$ cat config.mk
export PLATFORM = sky130hd
export DESIGN_NAME = key_entry_buffer_flat
export DESIGN_NICKNAME = d
export VERILOG_FILES = /design/src/rtl/key_entry_buffer_if.sv /design/src/rtl/key_entry_buffer.sv /design/src/flat_wrapper.sv
export SDC_FILE = /design/constraint.sdc
export NUM_CORES = 1
export LEC_CHECK = 0
export ABC_AREA = 1
export BUFFER_PORTS_ARGS = -buffer_cell sky130_fd_sc_hd__buf_2
export CAP_MARGIN = 5
export CORE_ASPECT_RATIO = 0.8
export CORE_MARGIN = 1.5
export CORE_UTILIZATION = 30
export CTS_CLUSTER_DIAMETER = 40
export DETAILED_ROUTE_END_ITERATION = 10
export GPL_ROUTABILITY_DRIVEN = 1
export GPL_TIMING_DRIVEN = 0
export PLACE_DENSITY = 0.56
export SLEW_MARGIN = 20
export SYNTH_ARGS = -nofsm -noshare
export SYNTH_HDL_FRONTEND = slang
export SYNTH_SLANG_ARGS = --single-unit
$ cat constraint.sdc
create_clock -name clock -period 2.4 [get_ports clock]
set_clock_uncertainty 0.15 [all_clocks]
set_input_delay 0.12 -clock clock [delete_from_list [all_inputs] [get_ports clock]]
set_output_delay 0.12 -clock clock [all_outputs]
set_load 0.02 [all_outputs]
$ cat src/rtl/key_entry_buffer_if.sv
// key_entry_buffer_if: keypad, tick and button inputs plus entry buffer outputs
interface key_entry_buffer_if;
  logic [3:0] key;
  logic       one_second;
  logic       alarm_button;
  logic       time_button;
  logic [3:0] key_ms_hr;
  logic [3:0] key_ls_hr;
  logic [3:0] key_ms_min;
  logic [3:0] key_ls_min;
  logic [2:0] digit_count;
  logic       show_keys;
  logic       load_alarm;
  logic       load_new_time;
  logic       entry_error;
  logic       entry_timeout;
  modport master (
    output key, one_second, alarm_button, time_button,
    input  key_ms_hr, key_ls_hr, key_ms_min, key_ls_min, digit_count,
           show_keys, load_alarm, load_new_time, entry_error, entry_timeout
  );
  modport slave (
    input  key, one_second, alarm_button, time_button,
    output key_ms_hr, key_ls_hr, key_ms_min, key_ls_min, digit_count,
           show_keys, load_alarm, load_new_time, entry_error, entry_timeout
  );
endinterface

$ cat src/rtl/key_entry_buffer.sv
// key_entry_buffer: four-digit keypad entry with 24h check, load strobes and idle timeout; KEY_BACKSPACE_EN adds backspace on key 4'hC
module key_entry_buffer #(
  parameter int unsigned TIMEOUT_SEC = 10,
  parameter logic [3:0]  NOKEY       = 4'hA
) (
  input logic               clock,
  input logic               reset,
  key_entry_buffer_if.slave bus
);
  typedef enum logic [1:0] {IDLE, ENTRY, READY} state_t;
  state_t     r_state;
  logic [3:0] r_key_prev;
  logic       r_alarm_d;
  logic       r_time_d;
  logic [3:0] r_d3, r_d2, r_d1, r_d0;
  logic [2:0] r_count;
  logic [7:0] r_timer;
  logic       r_show;
  logic       r_load_alarm;
  logic       r_load_time;
  logic       r_error;
  logic       r_timeout;
  logic       w_press;
  logic       w_alarm_edge;
  logic       w_time_edge;
  logic       w_btn;
  logic       w_valid;
  logic       w_expire;
  assign w_press      = bus.key <= 4'd9 && r_key_prev == NOKEY;
  assign w_alarm_edge = bus.alarm_button && !r_alarm_d;
  assign w_time_edge  = bus.time_button && !r_time_d;
  assign w_btn        = w_alarm_edge || w_time_edge;
  assign w_valid      = r_d3 <= 4'd2 && !(r_d3 == 4'd2 && r_d2 > 4'd3) && r_d1 <= 4'd5;
  assign w_expire     = r_timer + 8'd1 == 8'(TIMEOUT_SEC);
`ifdef KEY_BACKSPACE_EN
  logic w_bksp;
  assign w_bksp = bus.key == 4'hC && r_key_prev == NOKEY;
`endif
  // Entry FSM: button edges take priority over presses, presses over the idle tick
  always_ff @(posedge clock) begin
    if (reset) begin
      r_state      <= IDLE;
      r_key_prev   <= NOKEY;
      r_alarm_d    <= 1'b0;
      r_time_d     <= 1'b0;
      {r_d3, r_d2, r_d1, r_d0} <= 16'd0;
      r_count      <= 3'd0;
      r_timer      <= 8'd0;
      r_show       <= 1'b0;
      r_load_alarm <= 1'b0;
      r_load_time  <= 1'b0;
      r_error      <= 1'b0;
      r_timeout    <= 1'b0;
    end else begin
      r_key_prev   <= bus.key;
      r_alarm_d    <= bus.alarm_button;
      r_time_d     <= bus.time_button;
      r_load_alarm <= 1'b0;
      r_load_time  <= 1'b0;
      r_error      <= 1'b0;
      r_timeout    <= 1'b0;
      if (r_state == IDLE) begin
        r_timer <= 8'd0;
        if (w_btn) begin
          r_error <= 1'b1;
        end else if (w_press) begin
          {r_d3, r_d2, r_d1, r_d0} <= {12'd0, bus.key};
          r_count <= 3'd1;
          r_state <= ENTRY;
          r_show  <= 1'b1;
        end
      end else if (w_btn) begin
        r_state <= IDLE;
        r_show  <= 1'b0;
        r_count <= 3'd0;
        r_timer <= 8'd0;
        if (r_state == READY && !(w_alarm_edge && w_time_edge) && w_valid) begin
          r_load_alarm <= w_alarm_edge;
          r_load_time  <= w_time_edge;
        end else begin
          r_error <= 1'b1;
          {r_d3, r_d2, r_d1, r_d0} <= 16'd0;
        end
      end else if (w_press) begin
        {r_d3, r_d2, r_d1, r_d0} <= {r_d2, r_d1, r_d0, bus.key};
        r_count <= r_count == 3'd4 ? 3'd4 : r_count + 3'd1;
        r_state <= r_count >= 3'd3 ? READY : ENTRY;
        r_timer <= 8'd0;
      end
`ifdef KEY_BACKSPACE_EN
      else if (w_bksp) begin
        {r_d3, r_d2, r_d1, r_d0} <= {4'd0, r_d3, r_d2, r_d1};
        r_count <= r_count - 3'd1;
        r_state <= r_count == 3'd1 ? IDLE : ENTRY;
        r_show  <= r_count != 3'd1;
        r_timer <= 8'd0;
      end
`endif
      else if (bus.one_second) begin
        if (w_expire) begin
          r_timeout <= 1'b1;
          {r_d3, r_d2, r_d1, r_d0} <= 16'd0;
          r_count <= 3'd0;
          r_timer <= 8'd0;
          r_state <= IDLE;
          r_show  <= 1'b0;
        end else begin
          r_timer <= r_timer + 8'd1;
        end
      end
    end
  end
  assign bus.key_ms_hr     = r_d3;
  assign bus.key_ls_hr     = r_d2;
  assign bus.key_ms_min    = r_d1;
  assign bus.key_ls_min    = r_d0;
  assign bus.digit_count   = r_count;
  assign bus.show_keys     = r_show;
  assign bus.load_alarm    = r_load_alarm;
  assign bus.load_new_time = r_load_time;
  assign bus.entry_error   = r_error;
  assign bus.entry_timeout = r_timeout;
endmodule

$ cat src/flat_wrapper.sv
// flat-port wrapper written by rule: the top's interface ports become plain ports
module key_entry_buffer_flat 
#(
  parameter int unsigned TIMEOUT_SEC = 10,
  parameter logic [3:0]  NOKEY       = 4'hA
)
  (clock, reset, bus_key, bus_one_second, bus_alarm_button, bus_time_button, bus_key_ms_hr, bus_key_ls_hr, bus_key_ms_min, bus_key_ls_min, bus_digit_count, bus_show_keys, bus_load_alarm, bus_load_new_time, bus_entry_error, bus_entry_timeout);
  key_entry_buffer_if bus_i ();
  input logic clock;
  input logic reset;
  input wire logic [$bits(bus_i.key)-1:0] bus_key;
  input wire logic [$bits(bus_i.one_second)-1:0] bus_one_second;
  input wire logic [$bits(bus_i.alarm_button)-1:0] bus_alarm_button;
  input wire logic [$bits(bus_i.time_button)-1:0] bus_time_button;
  output wire logic [$bits(bus_i.key_ms_hr)-1:0] bus_key_ms_hr;
  output wire logic [$bits(bus_i.key_ls_hr)-1:0] bus_key_ls_hr;
  output wire logic [$bits(bus_i.key_ms_min)-1:0] bus_key_ms_min;
  output wire logic [$bits(bus_i.key_ls_min)-1:0] bus_key_ls_min;
  output wire logic [$bits(bus_i.digit_count)-1:0] bus_digit_count;
  output wire logic [$bits(bus_i.show_keys)-1:0] bus_show_keys;
  output wire logic [$bits(bus_i.load_alarm)-1:0] bus_load_alarm;
  output wire logic [$bits(bus_i.load_new_time)-1:0] bus_load_new_time;
  output wire logic [$bits(bus_i.entry_error)-1:0] bus_entry_error;
  output wire logic [$bits(bus_i.entry_timeout)-1:0] bus_entry_timeout;
  assign bus_i.key = bus_key;
  assign bus_i.one_second = bus_one_second;
  assign bus_i.alarm_button = bus_alarm_button;
  assign bus_i.time_button = bus_time_button;
  assign bus_key_ms_hr = bus_i.key_ms_hr;
  assign bus_key_ls_hr = bus_i.key_ls_hr;
  assign bus_key_ms_min = bus_i.key_ms_min;
  assign bus_key_ls_min = bus_i.key_ls_min;
  assign bus_digit_count = bus_i.digit_count;
  assign bus_show_keys = bus_i.show_keys;
  assign bus_load_alarm = bus_i.load_alarm;
  assign bus_load_new_time = bus_i.load_new_time;
  assign bus_entry_error = bus_i.entry_error;
  assign bus_entry_timeout = bus_i.entry_timeout;
  key_entry_buffer #(.TIMEOUT_SEC(TIMEOUT_SEC), .NOKEY(NOKEY)) u_core (.clock(clock), .reset(reset), .bus(bus_i));
endmodule
### Word-level counts from Yosys, hierarchy flattened

Index checks and enable logic that the tools add are counted.

| operators by class | value |
|---|---|
| add/subtract/negate cells | 2 |
| $lt $le $gt $ge | 5 |
| eq/ne operators | 9 |
| multiplexer cells | 48 |
| bitwise logic cells | 3 |
| reduce and logical (&&, ||, !) cells | 25 |

Operator list:

| kind | number |
|---|---|
| two-way mux 4 bit | 19 |
| two-way mux 3 bit | 8 |
| two-way mux 2 bit | 8 |
| two-way mux 1 bit | 12 |
| nonzero test 3 bit | 4 |
| AND reduction 5 bit | 2 |
| logical AND 1 bit | 9 |
| adder 8 x 1 -> 8 bit, second input constant | 1 |
| == test 8 x 4 -> 1 bit, second input constant | 1 |
| two-way mux 8 bit | 1 |
| OR reduction 4 bit | 2 |
| OR reduction 5 bit | 1 |
| == test 4 x 2 -> 1 bit, second input constant | 1 |
| == test 4 bit, second input constant | 1 |
| greater-than comparator 4 x 2 -> 1 bit, second input constant | 1 |
| <= comparator 4 x 2 -> 1 bit, second input constant | 1 |
| <= comparator 4 x 3 -> 1 bit, second input constant | 1 |
| <= comparator 4 bit, second input constant | 1 |
| zero test 1 bit | 4 |
| inequality test 2 bit, second input constant | 2 |
| AND reduction 4 bit | 1 |
| adder 3 x 1 -> 3 bit, second input constant | 1 |
| == test 3 bit, second input constant | 1 |
| greater-or-equal comparator 3 x 2 -> 1 bit, second input constant | 1 |
| other kinds (6) | 8 |

| word-level totals | value |
|---|---|
| register bits | 40 |
| bits of input ports | 9 |
| output and inout bits | 24 |
| word-level logic and storage cells | 107 |

### Longest topological paths before layout

Gate-level depths: netlist (run 1).

| logic depth | value |
|---|---|
| depth after elaboration | 9 |
| mapped depth | 13 |
| gate-level depth less buffers | 12 |

### Worst setup path before layout (run 1)

No wires, ideal clock.

| timing | value |
|---|---|
| path type | flip-flop to flip-flop |
| from | register u_core.r_timer[0] |
| to | register u_core.r_d2[2], in the netlist u_core.bus.key_ls_hr[2] |
| setup time | 0.136 ns |
| arrival time | 1.523 ns |
| path slack | 0.591 ns |
| cell stages (with the launch flop) | 12 |
| clock period less this slack | 1.809 ns |
| path through | dfxtp_1 > ha_1 > nand2_1 > nand2_1 > nand3_1 > nor2_2 > nand4_4 > nand2_4 > nand2_4 > buf_6 > nand2_2 > a21oi_2 |

| between the ends | value |
|---|---|
| longest elaborated chain between the ends | 4 |

Ends and longest elaborated chain:

| what | RTL line | source |
|---|---|---|
| from (decl) | key_entry_buffer.sv:17 | `logic [7:0] r_timer;` |
| from (signal assigned) | key_entry_buffer.sv:108 | `r_timer <= r_timer + 8'd1;` |
| adder 8 x 1 -> 8 bit | key_entry_buffer.sv:34 | `assign w_expire = r_timer + 8'd1 == 8'(TIMEOUT_SEC);` |
| == test 8 x 4 -> 1 bit | key_entry_buffer.sv:34 |  |
| nonzero test 3 bit (no line) | n/a |  |
| AND reduction 5 bit (no line) | n/a |  |
| to (signal assigned) | key_entry_buffer.sv:67 | `{r_d3, r_d2, r_d1, r_d0} <= {12'd0, bus.key};` |
| to (signal assigned) | key_entry_buffer.sv:85 | `{r_d3, r_d2, r_d1, r_d0} <= {r_d2, r_d1, r_d0, bus.key};` |
| to (decl) | key_entry_buffer.sv:15 | `logic [3:0] r_d3, r_d2, r_d1, r_d0;` |

No other way between the ends.
A chain may end at the register's enable or synchronous reset.

### Worst setup path after layout (run 1)

| timing | value |
|---|---|
| from | register u_core.r_timer[0] |
| to | register u_core.r_d1[1], in the netlist u_core.bus.key_ms_min[1] |

| between the ends | value |
|---|---|
| longest elaborated chain between the ends | 4 |

Ends and longest elaborated chain:

| what | RTL line |
|---|---|
| adder 8 x 1 -> 8 bit | key_entry_buffer.sv:34 |
| == test 8 x 4 -> 1 bit | key_entry_buffer.sv:34 |
| nonzero test 3 bit (no line) | n/a |
| AND reduction 5 bit (no line) | n/a |
| to (signal assigned) | key_entry_buffer.sv:67 |
| to (signal assigned) | key_entry_buffer.sv:85 |
| to (decl) | key_entry_buffer.sv:15 |

No other way between the ends.

==> flow_summary_export.csv, run 1 <==
group,metric,value,unit
route,wl_per_cell,10.9,um
final_layout,seq_area,801,um2
die,core,5910,um2
clock_tree,clk_pin_slew,0.08,ns
route,drtIter0Drc,85,
sta,worst_pin_slew,0.627,ns
clock_tree,cts_max_path_buffers,2,
global_routing,grtUsageTotal,13.0,%
synthesis,synthTopCellsByArea,"dfxtp_1 43%, nand2_1 11%, a21oi_1 4.9%",
final_layout,multi_input_area,891,um2
critical_path,cp.required,2.41,ns
status,status,"finished clean",
sta,max_freq,485,MHz
synthesis,yosysTopAreaCellShare,43.4,%
sta,slew_headroom,58.2,%
synthesis,yosysMostFrequentCell,"nand2_1",
final_layout,num_antenna_cells,0,
final_layout,drive_gt1_share,28.8,%
die,io-pin-count,33,
hold_path,hp-class,"in -> reg",
final_layout,nFillCells,635,
synthesis,synthFlopType,"dfxtp_1",
clock_tree,cts_tree,"done",
power_and_ir_drop,vdd_drop_max,0.000283,V
synthesis,synth_seq_cells,40,
place,place.detailed.hpwl,2.93,mm
route,viasPerCell,4.36,
synthesis,yosysWarnings,0,
die,start_util,31.2,%
sta,rsz0062_at_grt,"no",
sta,fin_crit,2.06,ns
synthesis,synth_area_leader_cell,"dfxtp_1",
route,vias,1595,
critical_path,crit_path_start_kind,"register",
clock_tree,clkLatencyLatePin,0.29,ns
route,totalWireLength,3.97,mm
die,die-area,6630,um2
sta,slew_violations,0,
sta,finalHoldViolCount,0,
critical_path,crit_fanout,10,
route,remaining_drc_errors,0,
synthesis,yosysSeqAreaShare,43.4,%
place,gp_congestion,0.805,
synthesis,synth_common_cells,"52 x nand2_1, 40 x dfxtp_1, 23 x inv_1",
final_layout,nNetsFinal,298,
synthesis,yosysUniqueCellTypes,29,
clock_tree,htreeDepth,2,
synthesis,synth_area,1840,um2
die,die_h,73.1,um
sta,layout_worst_path_cycle_share,86.0,%
global_routing,grt_pass1_wl,6.75,mm
place,io_buffers,30,
route,dr.pass1.iters,4,
critical_path,rrSetupSlack,0.34,ns
final_layout,fin_util,38.3,%
clock_tree,cts_root_buffer,"clkbuf_8",
die,rows,25,
critical_path,crit_path_end_kind,"register",
clock_tree,cts_made_buffers,5,
synthesis,syn-num-nets,255,
power_and_ir_drop,power.leakage,0.947,nW
global_routing,antenna_found_initial,0,
synthesis,synth_edf_count,0,
sta,finalSetupViolCount,0,
flow_run,cap_viol_max_count,0,
synthesis,synthCells,241,
final_layout,area_growth_syn_to_layout,22.9,%
global_routing,first_global_vias,1420,
synthesis,postSynthAreaPerCell,7.65,um2
global_routing,grt_max_degree,14,
critical_path,crit_arrival,2.08,ns
power_and_ir_drop,power.density,599,nW/um2
route,ant_nets,0,
global_routing,grt.overflow.total,0,
sta,setup_tns,0,ns
clock_tree,cts_sinks,40,
die,dieWidth,90.7,um
critical_path,worstSetupPathType,"reg -> reg",
synthesis,synth_async_sr_flop_share,0,%
where the power goes:
part,switching (W),internal [W]
Clock,0.000240,0.000308
Sequential,0.00000686,0.000676
Combinational,0.0000849,0.0000425
what timing repair did:
action,CTS,global route
resized for setup,0,0
hold endpoints to repair,12,0
hold buffers,6,0
buffers inserted,0,0
area by class of cell:
| class | instances | area share [%] |
|---|---|---|
| multi-input combinational | 164 | 39.3 |
| sequential | 40 | 35.3 |
| timing repair buffer | 36 | 9.27 |
| inverter | 30 | 4.97 |
| tap | 81 | 4.47 |
| clock buffer | 5 | 3.04 |
| clock inverter | 3 | 1.88 |
| buffer | 7 | 1.77 |
logic make-up (layout without fill, tap and decap cells):
| family | Yosys count | count (layout) | synth area share (%) |
|---|---|---|---|
| simple gates | 116 | 116 | 30.2 |
| fa+ha+maj | 5 | 5 | 3.39 |
| flops | 40 | 40 | 43.4 |
| buf+inv | 37 | 81 | 8.28 |
| compound gates | 43 | 43 | 14.7 |
sequential cells by signal, indices dropped and copies added, names as in the netlist:
name	count
u_core.bus.digit_count	3
u_core.bus.entry_error	1
u_core.bus.entry_timeout	1
u_core.bus.key_ls_hr	4
u_core.bus.key_ls_min	4
u_core.bus.key_ms_hr	4
u_core.bus.key_ms_min	4
u_core.bus.load_alarm	1
u_core.bus.load_new_time	1
u_core.bus.show_keys	1
u_core.r_alarm_d	1
u_core.r_key_prev	4
u_core.r_state	2
u_core.r_time_d	1
u_core.r_timer	8
placed cells by master, fill, tap and decap left out, types with 2 or more instances in the layout:
master and n:
dfxtp_1 40, nand3_1 15, a211oi_1 3, a21oi_1 18, nand2_2 14, dlygate4sd3_1 6
clkbuf_8 5, nand2_4 2, nor2_1 20, nand2_1 52, o21ai_0 6, nor2_2 5
inv_2 7, buf_2 32, nand4_1 4, clkbuf_1 3, a21oi_2 10, ha_1 5
inv_1 23
layer usage:
| layer | global-route usage (%) | vias to the layer above | wire length, um |
|---|---|---|---|
| met5 | 0 | - | 0 |
| met4 | 5.82 | 0 | 76 |
| met3 | 2.60 | 7 | 116 |
| met2 | 18.0 | 23 | 1610 |
| met1 | 19.2 | 706 | 2170 |
| li1 | - | 859 | - |
path summary, 6_finish.rpt:
path,from,to,cells after the start
worst max-delay path,u_core.r_timer[0],u_core.bus.key_ms_min[1],11
worst min-delay path,bus_one_second,u_core.r_timer[4],2
worst max register to register,u_core.r_timer[0],u_core.bus.key_ms_min[1],11
worst min register to register,u_core.r_state[0],u_core.r_state[0],2
critical path: stages, from the launching register on:
cell,delay (ns)
dfxtp_1,0.46
ha_1,0.25
nand2_1,0.13
nand2_1,0.10
nand3_1,0.10
nor2_2,0.16
nand4_4,0.13
nand2_4,0.10
nand2_4,0.08
buf_6,0.17
nand2_2,0.07
a21oi_2,0.04
stage by stage:
step / setup WS (ns) / area (um2) / instances / hold slack [ns] / total power, W
4_1_cts: 0.344 / 2270 / 366 / 0.0185 / 0.00138
3_3_place_gp: 0.359 / 2100 / 352 / 0.184 / 0.000819
2_1_floorplan: 0.591 / 1840 / 241 / 0.0662 / 0.000787
6_report: 0.336 / 2270 / 366 / 0.0245 / 0.00136
5_1_grt: 0.150 / 2270 / 366 / 0.0636 / 0.00142
3_5_place_dp: 0.354 / 2100 / 352 / 0.186 / 0.000820
(Power assumes the default switching activity.)
==> run 2, diff against run 1 <==
--- a/config.mk
+++ b/config.mk
@@ -6,16 +6,16 @@
 export NUM_CORES = 1
 export LEC_CHECK = 0
 export ABC_AREA = 1
-export BUFFER_PORTS_ARGS = -buffer_cell sky130_fd_sc_hd__buf_2
 export CAP_MARGIN = 5
 export CORE_ASPECT_RATIO = 0.8
 export CORE_MARGIN = 1.5
 export CORE_UTILIZATION = 30
 export CTS_CLUSTER_DIAMETER = 40
 export DETAILED_ROUTE_END_ITERATION = 10
+export DONT_BUFFER_PORTS = 1
 export GPL_ROUTABILITY_DRIVEN = 1
 export GPL_TIMING_DRIVEN = 0
-export PLACE_DENSITY = 0.56
+export PLACE_DENSITY = 0.52
 export SLEW_MARGIN = 20
 export SYNTH_ARGS = -nofsm -noshare
 export SYNTH_HDL_FRONTEND = slang
==> run 2 against run 1 <==
First-iteration DRC count rose by 33%. Clock power rose by 17%. Sequential cell count did not move. Global-route usage rose by 0.11 points. Register-to-register slack barely moved. Sequential share of layout area rose by 2.2 points. Critical endpoint is now u_core.bus.key_ms_min[0]. Largest power group unchanged. Highest routed layer unchanged.
==> flow_summary_export.csv, run 2 (same netlist as run 1, synthesis figures left out) <==
group,metric,value,unit
final_layout,fin_util,36.1,%
final_layout,nNetsFinal,268,
final_layout,largest_reg_flops,8,
global_routing,grt_pass1_wl,6.67,mm
critical_path,crit_path_end_kind,"register",
route,wl_per_cell,12.0,um
sta,slew_violations,0,
die,dieWidth,90.7,um
sta,layout_worst_path_cycle_share,85.8,%
critical_path,slowest_delay,0.46,ns
critical_path,crit_chain,"ha_1 -> nand2_1 -> nand2_1 -> nand3_1 -> nor2_2 -> nand4_4 -> nand2_4 -> nand2_4 -> buf_6 -> nand2_2 -> a21oi_2",
sta,fin_crit,2.06,ns
final_layout,final_common_cell,"nand2_1",
route,dr.pass1.iters,4,
critical_path,crit_arrival,2.07,ns
final_layout,area_growth_syn_to_layout,15.7,%
final_layout,final_cells,335,
global_routing,grtUsageTotal,13.1,%
hold_path,hp-class,"in -> reg",
route,remaining_drc_errors,0,
final_layout,final_cell_mix,"52 x nand2_1, 40 x dfxtp_1, 23 x inv_1, 20 x nor2_1, 18 x a21oi_1",
place,gp_congestion,0.831,
power_and_ir_drop,power.density,676,nW/um2
global_routing,first_global_vias,1366,
clock_tree,clk_pin_slew,0.07,ns
critical_path,crit_family,"simple AND/OR/NAND/NOR gates",
sta,setup_tns,0,ns
global_routing,antenna_found_initial,0,
critical_path,rrSetupSlack,0.34,ns
final_layout,num_antenna_cells,0,
critical_path,crit_fanout,10,
clock_tree,htreeDepth,2,
die,die_h,73.1,um
die,start_util,31.2,%
clock_tree,clkLatencyLatePin,0.30,ns
global_routing,grt_max_degree,13,
route,totalWireLength,4.03,mm
status,status,"finished clean",
die,io-pin-count,33,
clock_tree,cts_setup_buffers,0,
clock_tree,cts_root_buffer,"clkbuf_8",
sta,rsz0062_at_grt,"no",
route,viasPerCell,4.61,
power_and_ir_drop,vdd_drop_max,0.000388,V
global_routing,grt.overflow.total,0,
critical_path,path_buf_inv,1,
critical_path,worstSetupPathType,"reg -> reg",
critical_path,critPathSlowestCell,"dfxtp_1",
place,io_buffers,0,
sta,slew_headroom,58.5,%
sta,worst_pin_slew,0.623,ns
clock_tree,ctsResizeCount,0,
flow_run,cap_viol_max_count,0,
clock_tree,cts_max_path_buffers,2,
sta,finalSetupViolCount,0,
sta,max_freq,485,MHz
critical_path,crit_path_start_kind,"register",
clock_tree,cts_sinks,40,
place,place.detailed.hpwl,2.94,mm
clock_tree,cts_tree,"done",
critical_path,cp.required,2.41,ns
final_layout,drive_gt1_share,20.1,%
die,core,5910,um2
power_and_ir_drop,power.leakage,0.801,nW
route,vias,1545,
die,rows,25,
route,drtIter0Drc,113,
place,placed_cells,322,
clock_tree,cts_made_buffers,5,
sta,finalHoldViolCount,0,
route,ant_nets,0,
die,die-area,6630,um2
final_layout,largest_register,"u_core.r_timer",
## run 2: stage by stage
stage               power (W)  hold slack, ns  setup WS, ns  cell area, um2
global placement     0.000809          0.0769         0.342            1950
global route          0.00150          0.0258         0.190            2130
floorplan            0.000787          0.0662         0.591            1840
CTS                   0.00146          0.0134         0.345            2130
detailed placement   0.000809          0.0805         0.355            1950
finish                0.00144          0.0189         0.340            2130
## run 2: final timing paths
check                                  startpoint                  endpoint  cells after the start
worst max-delay path            u_core.r_timer[0]  u_core.bus.key_ms_min[0]                     11
worst min-delay path               bus_one_second         u_core.r_timer[6]                      2
worst max register to register  u_core.r_timer[0]  u_core.bus.key_ms_min[0]                     11
worst min register to register  u_core.r_state[0]         u_core.r_state[0]                      2
## run 2: what timing repair did
action                                  CTS  global route
endpoints found under the setup margin    0             0
hold endpoints to repair                 12             0
hold buffers                              6             0
## run 2: where the power goes
group,internal (W),switching (W)
Combinational,0.0000359,0.0000754
Clock,0.000409,0.000231
Sequential,0.000677,0.0000152
## run 2: routing by layer
layer | track usage, % | wire length (um)
met5 | 0 | 0
met4 | 6.17 | 78
met3 | 5.83 | 295
met2 | 17.1 | 1530
met1 | 18.0 | 2120
## run 2: worst register-to-register path, delay by kind of cell (launching register included)
family                     cells  cell delay [ns]
AOI/OAI and AO/OA              1             0.04
adders and majority gates      1             0.26
DFF                            1             0.46
and+or+nand+nor                8             0.87
buffers and inverters          1             0.16
## run 2: final cells by class
class	instances	area (um2)
Clock buffer	5	68.8
Fill cell	605	3780
Multi-Input combinational cell	164	891
Sequential cell	40	801
Buffer	7	40.0
Clock inverter	2	60.1
Inverter	30	113
Tap cell	81	101
Timing Repair Buffer	6	60.1
==> run 3, diff against run 2 <==
--- a/config.mk
+++ b/config.mk
@@ -5,7 +5,6 @@
 export SDC_FILE = /design/constraint.sdc
 export NUM_CORES = 1
 export LEC_CHECK = 0
-export ABC_AREA = 1
 export CAP_MARGIN = 5
 export CORE_ASPECT_RATIO = 0.8
 export CORE_MARGIN = 1.5
==> run 3 against run 2 <==
Clock-buffer cell count unchanged. Via count fell by 12%. Final area down 5.9%. Sequential share of layout area rose by 2.3 points. Register-to-register slack got worse by 0.19 ns. Utilization is 0.26 points higher. Critical endpoint is now u_core.bus.key_ls_min[2]. Largest cell class unchanged.
==> flow_summary_export.csv, run 3 <==
group,metric,value,unit
place,placed_cells,267,
route,remaining_drc_errors,0,
final_layout,final_cells,281,
global_routing,grtUsageTotal,13.6,%
synthesis,yosysWarnings,0,
critical_path,rrSetupSlack,0.15,ns
final_layout,largest_reg_flops,8,
synthesis,synth_async_sr_flop_share,0,%
route,vias,1360,
global_routing,antenna_found_initial,0,
clock_tree,cts_root_buffer,"clkbuf_8",
synthesis,yosysUniqueCellTypes,43,
die,core,5530,um2
route,ant_nets,0,
synthesis,synthTopCellsByArea,"dfxtp_1 46%, nand2_1 5.0%, nor2_1 3.7%",
synthesis,syn-num-nets,203,
sta,worst_hold_slack,0.0562,ns
critical_path,crit_path_start_kind,"register",
clock_tree,cts_tree,"done",
sta,finalHoldViolCount,0,
hold_path,hp-class,"in -> reg",
critical_path,crit_family,"compound AO/OA/AOI/OAI gates",
clock_tree,clkLatencyLatePin,0.30,ns
synthesis,synth_area,1740,um2
sta,slew_headroom,65.7,%
final_layout,final_common_cell,"dfxtp_1",
place,place.detailed.hpwl,2.80,mm
synthesis,synth_common_cells,"40 x dfxtp_1, 23 x nand2_1, 17 x nor2_1",
critical_path,crit_fanout,6,
final_layout,area_growth_syn_to_layout,15.7,%
synthesis,yosysTopAreaCellShare,46.1,%
route,drtIter0Drc,61,
die,rows,24,
synthesis,yosysSeqAreaShare,46.1,%
clock_tree,ctsResizeCount,0,
synthesis,synthCells,189,
final_layout,nNetsFinal,216,
clock_tree,htreeDepth,2,
sta,rsz0062_at_grt,"no",
synthesis,postSynthAreaPerCell,9.19,um2
clock_tree,cts_max_path_buffers,2,
flow_run,cap_viol_max_count,0,
power_and_ir_drop,vdd_drop_max,0.000251,V
clock_tree,clk_pin_slew,0.08,ns
route,wl_met3,234,um
sta,layout_worst_path_cycle_share,93.6,%
sta,max_freq,445,MHz
final_layout,drive_gt1_share,10.8,%
critical_path,worstSetupPathType,"reg -> reg",
synthesis,synthFlopType,"dfxtp_1",
global_routing,first_global_vias,1301,
route,drt-met1-wl,2.03,mm
sta,setup_tns,0,ns
die,die-area,6260,um2
power_and_ir_drop,power.density,669,nW/um2
power_and_ir_drop,power.leakage,0.685,nW
critical_path,slowest_delay,0.41,ns
critical_path,path_buf_inv,0,
final_layout,num_antenna_cells,0,
critical_path,cp.required,2.48,ns
die,io-pin-count,33,
route,totalWireLength,3.90,mm
die,die_h,71.1,um
route,wl_per_cell,13.9,um
sta,timing.final.ws_setup,0.154,ns
global_routing,grt_pass1_wl,6.42,mm
route,wl_met2,1.54,mm
synthesis,synth_edf_count,0,
critical_path,crit_arrival,2.33,ns
die,dieWidth,88.1,um
sta,fin_crit,2.25,ns
synthesis,yosysMostFrequentCell,"dfxtp_1",
clock_tree,cts_setup_buffers,0,
synthesis,synth_area_leader_cell,"dfxtp_1",
place,gp_congestion,0.718,
place,io_buffers,0,
final_layout,final_cell_mix,"40 x dfxtp_1, 23 x nand2_1, 17 x nor2_1, 11 x a21oi_1, 7 x nor2b_1",
global_routing,grt.overflow.total,0,
synthesis,synth_seq_cells,40,
sta,worst_pin_slew,0.515,ns
clock_tree,cts_made_buffers,5,
sta,finalSetupViolCount,0,
die,start_util,31.4,%
status,status,"finished clean",
final_layout,largest_register,"u_core.r_timer",
global_routing,grt_max_degree,15,
route,dr.pass1.iters,4,
critical_path,crit_chain,"ha_1 -> nand2_1 -> o32ai_2 -> o2111a_2 -> a21oi_2 -> nor3_4 -> mux2i_1",
critical_path,critPathSlowestCell,"dfxtp_1",
place,place_ws,0.130,ns
route,viasPerCell,4.84,
sta,slew_violations,0,
critical_path,crit_path_end_kind,"register",
clock_tree,cts_sinks,40,
route,dr.max_layer_used,"met4",
## run 3: cell count changes in the layout (fill, tap and decap cells not counted), moves of 9 or more
cell	change
nand2_1	-29
nand2_2	-14
a21oi_2	-9
nand3_1	-9
inv_1	-18
## run 3: per-stage QoR
stage	power, W	util, %	area [um2]
global placement	0.000779	33.2	1830
detailed placement	0.000780	33.2	1830
floorplan	0.000761	-	1740
global route	0.00141	36.4	2010
CTS	0.00137	36.4	2010
finish	0.00134	36.4	2010
## run 3: cell type report
class | count | area (um2)
fill | 593 | 3520
clock inverter | 3 | 46.3
buffer | 6 | 25.0
clock buffer | 5 | 68.8
timing repair buffer | 6 | 60.1
inverter | 6 | 22.5
tap | 78 | 97.6
sequential | 40 | 801
multi-input combinational | 137 | 888
## run 3: power by group
group / total (W) / leakage (nW) / internal (W) / switching, W
clock: 0.000571 / 0.0548 / 0.000313 / 0.000258
sequential: 0.000689 / 0.325 / 0.000675 / 0.0000139
combinational: 0.0000839 / 0.306 / 0.0000319 / 0.0000521
## run 3: final timing paths
kind | from | endpoint | cells past startpoint
worst max-delay path | u_core.r_timer[0] | u_core.bus.key_ls_min[2] | 7
worst max register to register | u_core.r_timer[0] | u_core.bus.key_ls_min[2] | 7
worst min register to register | u_core.r_state[0] | u_core.r_state[0] | 2
worst min-delay path | bus_key[2] | u_core.bus.show_keys | 3
## run 3: what timing repair did
action	4_1_cts	5_1_grt
endpoints found under the hold margin	13	0
setup endpoints to repair	0	3
hold buffers	6	0
## run 3: layer usage
layer  vias up  global-route usage (%)
li1        695                       -
met1       634                    18.7
met2        24                    18.5
met3         7                    5.02
met4         0                    6.77
met5         -                       0
## run 3: worst register-to-register path: cells and delay by family (launching register included)
family,cells,cell delay [ns]
AO/OA/AOI/OAI,3,0.68
AND/OR/NAND/NOR,2,0.42
multiplexers,1,0.24
flip-flops,1,0.41
adder cells (fa/ha/maj),1,0.26
## run 3: kinds of logic after synthesis
group	count (synthesis)	synth area share, %
flops	40	46.1
xor+xnor	8	4.03
mux	3	1.73
simple gates	81	24.1
compound gates	40	17.7
buf+inv	12	2.74
fa+ha+maj	5	3.60
